[config.mk]
export PLATFORM = sky130hd
export DESIGN_NAME = uart_receiver_flat
export DESIGN_NICKNAME = d
export VERILOG_FILES = /design/src/rtl/uart_pkg.sv /design/src/rtl/uart_receiver_if.sv /design/src/rtl/sync_2ff.sv /design/src/rtl/uart_receiver.sv /design/src/flat_wrapper.sv
export SDC_FILE = /design/constraint.sdc
export NUM_CORES = 1
export LEC_CHECK = 0
export CORE_MARGIN = 8
export CORE_UTILIZATION = 56
export DETAILED_ROUTE_END_ITERATION = 8
export PLACE_DENSITY = 0.79
export SYNTH_ARGS = -nofsm -noshare
export SYNTH_HDL_FRONTEND = slang
export SYNTH_HIERARCHICAL = 1
export SYNTH_SLANG_ARGS = --single-unit
[constraint.sdc]
create_clock -name clk -period 2.8 [get_ports clk]
set_input_delay 0.56 -clock clk [delete_from_list [all_inputs] [get_ports clk]]
set_output_delay 0.56 -clock clk [all_outputs]
set_load 0.1 [all_outputs]
[src/rtl/uart_pkg.sv]
// Shared UART definitions: receiver FSM state encoding and default line parameters
// (also used by the transmitter).
package uart_pkg;

  localparam int UART_CLKS_PER_BIT = 434;   // 50 MHz / 115200
  localparam int UART_DATA_BITS    = 8;

  typedef enum logic [2:0] {
    IDLE      = 3'd0,
    START     = 3'd1,
    DATA      = 3'd2,
    STOP      = 3'd3,
    WAIT_HIGH = 3'd4
  } rx_state_t;

endpackage

[src/rtl/uart_receiver_if.sv]
// Host-side port of the UART receiver: received word, status flags and consume ack.
interface uart_receiver_if
  import uart_pkg::*;
#(
  parameter int DATA_BITS = UART_DATA_BITS
);

  logic [DATA_BITS-1:0] rx_data;
  logic                 rx_valid;
  logic                 rx_ack;
  logic                 framing_err;
  logic                 overrun;
  logic                 busy;

  modport master (
    output rx_data, rx_valid, framing_err, overrun, busy,
    input  rx_ack
  );

  modport slave (
    input  rx_data, rx_valid, framing_err, overrun, busy,
    output rx_ack
  );

endinterface

[src/rtl/sync_2ff.sv]
// Two-flop synchroniser for asynchronous level inputs; reset value chosen per bit
// so idle-high lines do not glitch low on reset release.
module sync_2ff #(
  parameter int               WIDTH     = 1,
  parameter logic [WIDTH-1:0] RESET_VAL = '0
) (
  input  logic             clk,
  input  logic             reset_n,
  input  logic [WIDTH-1:0] d,
  output logic [WIDTH-1:0] q
);

  genvar gi;
  generate
    for (gi = 0; gi < WIDTH; gi++) begin : g_bit
      logic meta_reg;
      logic sync_reg;

      always_ff @(posedge clk or negedge reset_n) begin
        if (!reset_n) begin
          meta_reg <= RESET_VAL[gi];
          sync_reg <= RESET_VAL[gi];
        end else begin
          meta_reg <= d[gi];
          sync_reg <= meta_reg;
        end
      end

      assign q[gi] = sync_reg;
    end
  endgenerate

endmodule

[src/rtl/uart_receiver.sv]
// UART receiver: start-bit validation, mid-bit sampling of LSB-first data, stop-bit
// check, and a level-valid/ack host handshake with framing and overrun flags.
module uart_receiver
  import uart_pkg::*;
#(
  parameter int DATA_BITS    = UART_DATA_BITS,
  parameter int CLKS_PER_BIT = UART_CLKS_PER_BIT
) (
  input  logic            clk,
  input  logic            reset_n,
  input  logic            rx,
  uart_receiver_if.master host
);

  localparam int CW = $clog2(CLKS_PER_BIT);
  localparam int IW = $clog2(DATA_BITS + 1);
  localparam logic [CW-1:0] CNT_HALF = CW'(CLKS_PER_BIT / 2 - 1);
  localparam logic [CW-1:0] CNT_FULL = CW'(CLKS_PER_BIT - 1);
  localparam logic [IW-1:0] IDX_LAST = IW'(DATA_BITS - 1);

  rx_state_t            state_reg, state_next;
  logic [CW-1:0]        cnt_reg;
  logic [IW-1:0]        idx_reg;
  logic [DATA_BITS-1:0] shift_reg;
  logic [DATA_BITS-1:0] rx_data_reg;
  logic                 rx_valid_reg, framing_err_reg, overrun_reg, busy_reg;
  logic                 rx_s;
  logic                 half_hit, full_hit;
  logic                 bit_sample, stop_good, stop_bad;

  sync_2ff #(.WIDTH(1), .RESET_VAL(1'b1)) u_sync (
    .clk     (clk),
    .reset_n (reset_n),
    .d       (rx),
    .q       (rx_s)
  );

  assign half_hit = (cnt_reg == CNT_HALF);
  assign full_hit = (cnt_reg == CNT_FULL);

  always_ff @(posedge clk or negedge reset_n) begin
    if (!reset_n) state_reg <= IDLE;
    else          state_reg <= state_next;
  end

  always_comb begin
    state_next = state_reg;
    case (state_reg)
      IDLE:      if (!rx_s) state_next = START;
      START:     if (half_hit) state_next = rx_s ? IDLE : DATA;
      DATA:      if (full_hit && (idx_reg == IDX_LAST)) state_next = STOP;
      STOP:      if (full_hit) state_next = rx_s ? IDLE : WAIT_HIGH;
      WAIT_HIGH: if (rx_s) state_next = IDLE;
      default:   state_next = IDLE;
    endcase
  end

  always_comb begin
    bit_sample = 1'b0;
    stop_good  = 1'b0;
    stop_bad   = 1'b0;
    case (state_reg)
      DATA: bit_sample = full_hit;
      STOP: begin
        stop_good = full_hit &&  rx_s;
        stop_bad  = full_hit && !rx_s;
      end
      default: ;
    endcase
  end

  // The bit counter also wraps at each data sample so DATA can run back-to-back bits.
  always_ff @(posedge clk or negedge reset_n) begin
    if (!reset_n) begin
      cnt_reg   <= '0;
      idx_reg   <= '0;
      shift_reg <= '0;
    end else begin
      if ((state_next != state_reg) || full_hit) cnt_reg <= '0;
      else                                       cnt_reg <= cnt_reg + 1'b1;

      if (state_reg != DATA) idx_reg <= '0;
      else if (bit_sample)   idx_reg <= idx_reg + 1'b1;

      if (bit_sample) shift_reg <= {rx_s, shift_reg[DATA_BITS-1:1]};
    end
  end

  // An unacked word is never overwritten; an ack landing on the completion cycle frees the slot.
  always_ff @(posedge clk or negedge reset_n) begin
    if (!reset_n) begin
      rx_data_reg     <= '0;
      rx_valid_reg    <= 1'b0;
      framing_err_reg <= 1'b0;
      overrun_reg     <= 1'b0;
      busy_reg        <= 1'b0;
    end else begin
      framing_err_reg <= stop_bad;
      busy_reg        <= (state_next != IDLE);
      if (stop_good) begin
        if (rx_valid_reg && !host.rx_ack) begin
          overrun_reg <= 1'b1;
        end else begin
          rx_data_reg  <= shift_reg;
          rx_valid_reg <= 1'b1;
          overrun_reg  <= 1'b0;
        end
      end else if (rx_valid_reg && host.rx_ack) begin
        rx_valid_reg <= 1'b0;
        overrun_reg  <= 1'b0;
      end
    end
  end

  assign host.rx_data     = rx_data_reg;
  assign host.rx_valid    = rx_valid_reg;
  assign host.framing_err = framing_err_reg;
  assign host.overrun     = overrun_reg;
  assign host.busy        = busy_reg;

endmodule

[src/flat_wrapper.sv]
// flat-port wrapper written by rule: the top's interface ports become plain ports
module uart_receiver_flat import uart_pkg::*;
#(
  parameter int DATA_BITS    = UART_DATA_BITS,
  parameter int CLKS_PER_BIT = UART_CLKS_PER_BIT
)
  (clk, reset_n, rx, host_rx_data, host_rx_valid, host_framing_err, host_overrun, host_busy, host_rx_ack);
  uart_receiver_if #(.DATA_BITS(DATA_BITS)) host_i ();
  input  logic clk;
  input  logic reset_n;
  input  logic rx;
  output wire logic [$bits(host_i.rx_data)-1:0] host_rx_data;
  output wire logic [$bits(host_i.rx_valid)-1:0] host_rx_valid;
  output wire logic [$bits(host_i.framing_err)-1:0] host_framing_err;
  output wire logic [$bits(host_i.overrun)-1:0] host_overrun;
  output wire logic [$bits(host_i.busy)-1:0] host_busy;
  input wire logic [$bits(host_i.rx_ack)-1:0] host_rx_ack;
  assign host_rx_data = host_i.rx_data;
  assign host_rx_valid = host_i.rx_valid;
  assign host_framing_err = host_i.framing_err;
  assign host_overrun = host_i.overrun;
  assign host_busy = host_i.busy;
  assign host_i.rx_ack = host_rx_ack;
  uart_receiver #(.DATA_BITS(DATA_BITS), .CLKS_PER_BIT(CLKS_PER_BIT)) u_core (.clk(clk), .reset_n(reset_n), .rx(rx), .host(host_i));
endmodule
==> flow_summary.yaml, run 1 <==
final_layout:
  diodes: 0
  final_area_sq_um: 2030
  nNetsFinal: 174
  final_cell_mix: "36 x dfrtp_1, 13 x buf_4, 9 x nor2_1"
  mostFrequentLayoutCell: "dfrtp_1"
  layout-drive-gt1-share: 0.216
  syn2layout_area_growth_pct: 11.5
  largest_reg_flops: 9
  finalNonFillerCells: 211
  fillers: 264
critical_path:
  cpMaxStageDelayCell: "o31ai_2"
  path_buf_inv: 1
  critPathKind: "reg2reg"
  cpPeakStageDelay_ns: 0.67
  crit_path_max_fanout: 9
  critPathRequiredTime_ns: 2.98
  start_kind: "register"
  cp.arrival_ns: 2.30
  worstPathCellList: "inv_1 > ha_1 > and4bb_2 > a21oi_1 > o31ai_2 > a211oi_1"
  critPathTopFamily: "compound AO/OA/AOI/OAI gates"
  cp-end-kind: "register"
logic_synthesis:
  syn-num-nets: 157
  synth-main-ff-cell: "dfrtp_1"
  synth_area_leaders: "dfrtp_1 49%, mux2_4 6.6%, mux2_1 4.9%, xnor2_1 3.8%, a211oi_1 3.3%"
  async_reset_ff_frac: 1.00
  ys_ff_latch: 38
  syn_area_per_cell_sq_um: 12.2
  synth_edf_count: 0
  synth_top_area_frac: 0.495
  seq_area_frac_synth: 0.523
  yosysUniqueCellTypes: 39
  yosys.area.top_type: "dfrtp_1"
  ys.warnings.count: 6
  synth_area_sq_um: 1820
  synth_cells: 149
detailed_routing:
  drc: 0
  routedWlPerCell_um: 15.4
  wirelength_um: 3250
  vias: 1176
  drtPass1Iterations: 4
  drt-vias-per-instance: 5.57
  drtIter0Drc: 71
  ant_nets: 0
job:
  cap_violations: 0
power:
  p_leak_nw: 0.971
  power_uw: 876
  peakVddDrop_uv: 322
  p_per_area_nw_per_um2: 431
status:
  status: "complete, no violations"
clocking:
  path_clk_slew_ns: 0.11
  post_cts_buffers: 0
  clock_sinks: 38
  cts_root_buf: "clkbuf_4"
  clock_latency_ns: 0.34
  cts_hold_buf: 0
  clk_path_buf_depth: 2
  cts_tree: "yes"
  numCtsBuffers: 5
  htreeDepth: 2
  cts_resized: 0
place:
  dpl.cell_count: 203
  place_ws_ns: 0.733
  gp_congestion: 0.856
  placed_cell_area_sq_um: 1970
  portBuffers: 15
  hpwl_um: 2270
die:
  die_h_um: 73.0
  die_w_um: 73.0
  initial_core_util: 0.592
  dieArea_sq_um: 5330
  coreArea_sq_um: 3080
  pin_count: 16
  fp-row-count: 20
grt:
  antenna_found_initial: 0
  grt_max_degree: 39
  grt_usage: 0.134
  grt_pass1_vias: 1176
  grt_pass1_wl_um: 5520
  gr-total-overflow: 0
sta:
  worstMarginPinSlew_ns: 0.719
  max_freq_mhz: 472
  min_period_ns: 2.12
  fin_setup_tns_ns: 0
  min_period_over_period: 0.757
  setup_ws_ns: 0.679
  setup_viol: 0
  hold_viol_final: 0
  relSlewSlack: 0.518
  slew_viol_final: 0
  rsz0062_at_grt: "no"
  clock_skew_ns: 0.00668
hold_path:
  min_path_type: "reg2reg"
per-layer routing:
metal | track usage | vias up | share of wire
met5 | 0 | - | 0
li1 | - | 570 | -
met1 | 0.167 | 579 | 0.47
met4 | 0.0689 | 0 | 0.017
met2 | 0.197 | 23 | 0.47
met3 | 0.0522 | 4 | 0.049
kinds of logic (layout without fill, tap and decap cells):
family | Yosys count | in the layout | share of synthesized area
adders and majority gates | 4 | 4 | 0.0275
muxes | 17 | 17 | 0.121
and+or+nand+nor | 49 | 49 | 0.174
xor gates and xnor gates | 10 | 10 | 0.0481
DFF | 38 | 38 | 0.523
AOI/OAI and AO/OA | 19 | 19 | 0.0756
buffers and inverters | 12 | 30 | 0.0309
power breakdown:
group | total (mW) | switching [mW] | leakage (nW) | internal [mW]
registers | 0.555 | 0.00268 | 0.503 | 0.552
clock network | 0.293 | 0.171 | 0.0353 | 0.122
logic | 0.0281 | 0.0208 | 0.434 | 0.00722
total | 0.876 | 0.194 | 0.971 | 0.681
path summary, 6_finish.rpt:
path / start / end / slack, ns / cells past startpoint
setup / recovery: u_core/cnt_reg[1]$_DFF_PN0_ / u_core/cnt_reg[6]$_DFF_PN0_ / 0.68 / 6
hold / removal: u_core/u_sync/g_bit[0].meta_reg$_DFF_PN1_ / u_core/u_sync/q$_DFF_PN1_ / 0.37 / 0
setup reg to reg: u_core/cnt_reg[1]$_DFF_PN0_ / u_core/cnt_reg[6]$_DFF_PN0_ / 0.68 / 6
hold reg to reg: u_core/u_sync/g_bit[0].meta_reg$_DFF_PN1_ / u_core/u_sync/q$_DFF_PN1_ / 0.37 / 0
max in group asynchronous: reset_n / u_core/u_sync/g_bit[0].meta_reg$_DFF_PN1_ / 1.82 / 2
min in group asynchronous: reset_n / u_core/host.rx_data[5]$_DFFE_PN0P_ / 0.63 / 2
synth_stat cells, types with 2 or more instances:
cell       n
a211oi_1   8
a21oi_1    5
and4b_1    2
and4bb_2   2
buf_2      3
clkbuf_1   2
dfrtp_1   36
dfstp_2    2
ha_1       4
inv_1      6
mux2_1     8
mux2_4     8
nand2_1    6
nand3_1    8
nand3b_1   2
nand4_1    2
nor2_1     9
nor2b_1    3
nor3_1     4
or3_1      2
xnor2_1    8
xor2_1     2
final cells by class:
cell class | count | area (sq um) | share of cell area
clock buffer | 7 | 55.1 | 0.0271
clock inverter | 1 | 5.00 | 0.00246
inverter | 6 | 22.5 | 0.0111
multi-input combinational | 99 | 812 | 0.400
sequential | 38 | 953 | 0.470
tap | 44 | 55.1 | 0.0271
timing repair buffer | 16 | 128 | 0.0628
metrics by stage:
step           hold WS [ns]   util
6_report              0.367  0.660
5_1_grt               0.370  0.660
4_1_cts               0.368  0.660
3_5_place_dp          0.347  0.640
3_3_place_gp          0.347  0.640
2_1_floorplan         0.264      -
worst reg2reg max path: cells and delay by family, from the launching register on:
family          cells  cell delay, ns
compound gates      3            0.97
fa+ha+maj           1            0.16
buf+inv             1            0.09
flops               1            0.44
simple gates        1            0.31
(Power assumes the default switching activity.)
==> run 2: changes to the inputs <==
CORE_UTILIZATION = 51   (was 56)
PLACE_DENSITY = 0.76   (was 0.79)
clock period = 1.7 ns   (was 2.8 ns; I/O delays follow)
==> flow_summary.yaml, run 2 (same netlist as run 1, synthesis figures left out) <==
status:
  status: "finished, violations left"
  violations: "negative setup slack"
clocking:
  path_clk_slew_ns: 0.11
  clk_path_buf_depth: 2
  numCtsBuffers: 5
  clock_sinks: 38
  cts_root_buf: "clkbuf_4"
  clock_latency_ns: 0.35
  cts_tree: "yes"
  htreeDepth: 2
grt:
  grt_usage: 0.148
  grt.busiest_layer: "met2"
  gr-total-overflow: 0
  met2_usage: 0.258
  grt_pass1_wl_um: 6400
  antenna_found_initial: 0
  grtUsageMet3: 0.0421
  grt_use_met1: 0.165
  grt_pass1_vias: 1361
  grt_max_degree: 21
place:
  portBuffers: 15
  hpwl_um: 2760
  gp_congestion: 0.906
final_layout:
  fillers: 194
  mostFrequentLayoutCell: "dfrtp_1"
  largest_reg_flops: 9
  nNetsFinal: 205
  final_cell_mix: "35 x dfrtp_1, 26 x buf_4, 16 x mux2_4"
  syn2layout_area_growth_pct: 41.3
  diodes: 0
  layout-drive-gt1-share: 0.465
sta:
  clock_skew_ns: 0.0166
  setup_viol: 27
  hold_slack_ns: 0.362
  slew_viol_final: 0
  rsz0062_at_grt: "yes"
  worstMarginPinSlew_ns: 0.513
  hold_viol_final: 0
  min_period_over_period: 1.14
  min_period_ns: 1.93
  setup_ws_ns: -0.231
  max_freq_mhz: 518
  relSlewSlack: 0.656
critical_path:
  worstPathCellList: "inv_2 > ha_2 > and4bb_2 > a311oi_4 > o31ai_2 > a211oi_2"
  cp-end-kind: "register"
  critPathTopFamily: "compound AO/OA/AOI/OAI gates"
  cpPeakStageDelay_ns: 0.50
  critPathKind: "reg2reg"
  crit_path_max_fanout: 5
  cpMaxStageDelayCell: "o31ai_2"
  critPathRequiredTime_ns: 1.91
  start_kind: "register"
  cp.arrival_ns: 2.15
  path_buf_inv: 1
die:
  pin_count: 16
  initial_core_util: 0.537
  fp-row-count: 21
  die_w_um: 75.8
  coreArea_sq_um: 3390
  dieArea_sq_um: 5740
  die_h_um: 75.8
power:
  power_mw: 1.46
  p_per_area_nw_per_um2: 566
  pwr-share-seq: 0.628
  p_switching_uw: 324
  power.internal_mw: 1.13
  p_leak_nw: 1.18
  switching_share: 0.223
  peakVddDrop_uv: 540
  p_comb_frac: 0.040
  p_clk_frac: 0.331
detailed_routing:
  drtIter0Drc: 66
  drtPass1Iterations: 4
  vias: 1335
  ant_nets: 0
  routedWlPerCell_um: 17.4
  drc: 0
  wirelength_um: 4260
  drt-vias-per-instance: 5.47
hold_path:
  min_path_type: "reg2reg"
job:
  cap_violations: 0
[run 2: path summary, 6_finish.rpt]
kind                                                           start                                  to  slack (ns)  cells past startpoint
setup / recovery                         u_core/cnt_reg[1]$_DFF_PN0_         u_core/cnt_reg[7]$_DFF_PN0_       -0.23                      6
hold / removal             u_core/u_sync/g_bit[0].meta_reg$_DFF_PN1_           u_core/u_sync/q$_DFF_PN1_        0.36                      0
setup reg to reg                         u_core/cnt_reg[1]$_DFF_PN0_         u_core/cnt_reg[7]$_DFF_PN0_       -0.23                      6
hold reg to reg            u_core/u_sync/g_bit[0].meta_reg$_DFF_PN1_           u_core/u_sync/q$_DFF_PN1_        0.36                      0
max in group asynchronous                                    reset_n  u_core/host.rx_data[3]$_DFFE_PN0P_        0.79                      3
min in group asynchronous                                    reset_n  u_core/host.rx_data[2]$_DFFE_PN0P_        0.46                      2
[run 2: cell type report]
type,instances,area [sq um],share of cell area
inverters,6,22.5,0.00875
repair buffers,45,522,0.203
clock buffers,7,55.1,0.0214
multi-input cells,101,957,0.372
clock inverters,1,5.00,0.00194
flip-flops and latches,38,955,0.371
well taps,46,57.6,0.0224
[run 2: metrics by stage]
stage          setup slack, ns  setup TNS, ns  cells  utilization  area [sq um]
4_1_cts                 -0.107          -2.19    241        0.732          2480
3_5_place_dp            -0.237          -2.89    230        0.693          2350
3_3_place_gp            -0.169          -2.06    230        0.693          2350
5_1_grt                 -0.288          -4.88    244        0.759          2570
2_1_floorplan          -0.0796          -1.78    149            -          1840
6_report                -0.231          -2.98    244        0.759          2570
[run 2: timing repair]
action	in CTS	in global routing
resized for setup	12	12
setup buffers	2	1
endpoints found under the setup margin	26	31
pin swaps	6	8
gates cloned	0	2
endpoints found under the hold margin	16	0
hold buffers	1	0
[run 2: routing by layer]
layer	part of all wire	vias to the layer above
li1	-	631
met3	0.048	10
met1	0.40	659
met5	0	-
met2	0.53	35
met4	0.019	0
[run 2: power by group through the flow]
stage                     Clock [mW]  Combinational [mW]  Sequential, mW
after floorplan                    0             0.00541           0.943
after global placement             0              0.0565           0.931
after detailed placement           0              0.0587           0.932
after CTS                      0.496              0.0603           0.915
after global routing           0.530              0.0643           0.915
final                          0.482              0.0589           0.915
==> run 3: changes to the inputs <==
clock period = 1.6 ns   (was 1.7 ns; I/O delays follow)
==> flow_summary.yaml, run 3 (same netlist as run 1, synthesis figures left out) <==
status:
  status: "finished, violations left"
  violations: "negative setup slack"
place:
  gp_congestion: 0.844
  hpwl_um: 2880
  placed_cell_area_sq_um: 2390
  portBuffers: 15
  place_ws_ns: -0.379
clocking:
  htreeDepth: 2
  clk_path_buf_depth: 2
  numCtsBuffers: 5
  path_clk_slew_ns: 0.10
  clock_latency_ns: 0.35
  cts_root_buf: "clkbuf_4"
  cts_tree: "yes"
  clock_sinks: 38
final_layout:
  final_area_sq_um: 2690
  diodes: 0
  nNetsFinal: 213
  fillers: 187
  layout-drive-gt1-share: 0.500
  syn2layout_area_growth_pct: 47.7
  largest_reg_flops: 9
  final_core_util: 0.794
  mostFrequentLayoutCell: "dfrtp_1"
  final_cell_mix: "35 x dfrtp_1, 31 x buf_4, 14 x buf_12"
detailed_routing:
  vias: 1415
  ant_nets: 0
  routedWlPerCell_um: 17.3
  drtPass1Iterations: 4
  drtIter0Drc: 61
  wirelength_um: 4360
  drc: 0
  drt-vias-per-instance: 5.62
die:
  pin_count: 16
  die_w_um: 75.8
  dieArea_sq_um: 5740
  coreArea_sq_um: 3390
  fp-row-count: 21
  die_h_um: 75.8
  initial_core_util: 0.537
sta:
  max_freq_mhz: 521
  setup_viol: 28
  min_period_ns: 1.92
  setup_ws_ns: -0.319
  slew_viol_final: 0
  clock_skew_ns: 0.0137
  hold_slack_ns: 0.362
  rsz0062_at_grt: "yes"
  worstMarginPinSlew_ns: 0.420
  hold_viol_final: 0
  relSlewSlack: 0.720
  min_period_over_period: 1.20
power:
  peakVddDrop_uv: 596
  power_mw: 1.66
  p_leak_nw: 1.25
  p_per_area_nw_per_um2: 619
critical_path:
  start_kind: "register"
  critPathRequiredTime_ns: 1.85
  cp-end-kind: "register"
  critPathKind: "reg2reg"
  cp.arrival_ns: 2.17
  crit_path_max_fanout: 5
grt:
  gr-total-overflow: 0
  grt_pass1_vias: 1562
  grt_usage: 0.175
  grt_max_degree: 23
  grt_pass1_wl_um: 7530
  antenna_found_initial: 0
job:
  cap_violations: 0
hold_path:
  min_path_type: "reg2reg"
## run 3: what timing repair did
| item | in CTS | in global routing |
|---|---|---|
| resized for setup | 17 | 15 |
| pin swaps | 9 | 10 |
| setup endpoints to repair | 28 | 30 |
| endpoints found under the hold margin | 16 | 0 |
| hold buffers | 1 | 0 |
| setup buffers | 6 | 0 |
| cloned | 2 | 0 |
## run 3: path summary, 6_finish.rpt
kind | slack, ns | to | start | depth (start not counted)
min in group asynchronous | 0.43 | u_core/host.rx_data[2]$_DFFE_PN0P_ | reset_n | 2
min | 0.36 | u_core/u_sync/q$_DFF_PN1_ | u_core/u_sync/g_bit[0].meta_reg$_DFF_PN1_ | 0
min reg2reg | 0.36 | u_core/u_sync/q$_DFF_PN1_ | u_core/u_sync/g_bit[0].meta_reg$_DFF_PN1_ | 0
max | -0.32 | u_core/cnt_reg[5]$_DFF_PN0_ | u_core/cnt_reg[1]$_DFF_PN0_ | 8
max reg2reg | -0.32 | u_core/cnt_reg[5]$_DFF_PN0_ | u_core/cnt_reg[1]$_DFF_PN0_ | 8
max in group asynchronous | 0.64 | u_core/u_sync/g_bit[0].meta_reg$_DFF_PN1_ | reset_n | 3
## run 3: layer usage
layer	up-vias	track usage	wire length (um)
met5	-	0	0
met4	0	0.0810	126
met3	15	0.0289	181
met2	42	0.308	2300
met1	702	0.202	1750
li1	656	-	-
## run 3: stage by stage
stage / instances / setup TNS, ns
floorplan: 149 / -4.28
global placement: 235 / -4.41
detailed placement: 235 / -5.76
CTS: 252 / -4.00
global route: 252 / -7.72
finish: 252 / -5.35
## run 3: cell type report
type	count	area, sq um	area share
clock buffers	5	37.5	0.0140
clock inverters	3	40.0	0.0149
inverters	6	22.5	0.00837
multi-input cells	101	985	0.366
flip-flops and latches	38	955	0.355
well taps	46	57.6	0.0214
repair buffers	53	593	0.220
## run 3: report_power, final
part | internal, mW | switching (mW) | leakage, nW
registers | 0.967 | 0.00516 | 0.501
clock network | 0.324 | 0.308 | 0.0450
logic | 0.0229 | 0.0385 | 0.708
total | 1.31 | 0.352 | 1.25
## run 3: critical path, cell delays in order, from the launching register on
cell	delay, ns
dfrtp_1	0.40
inv_2	0.08
ha_1	0.16
nand4bb_1	0.14
buf_4	0.18
nor4_4	0.29
buf_6	0.18
o31ai_4	0.13
a211oi_2	0.27
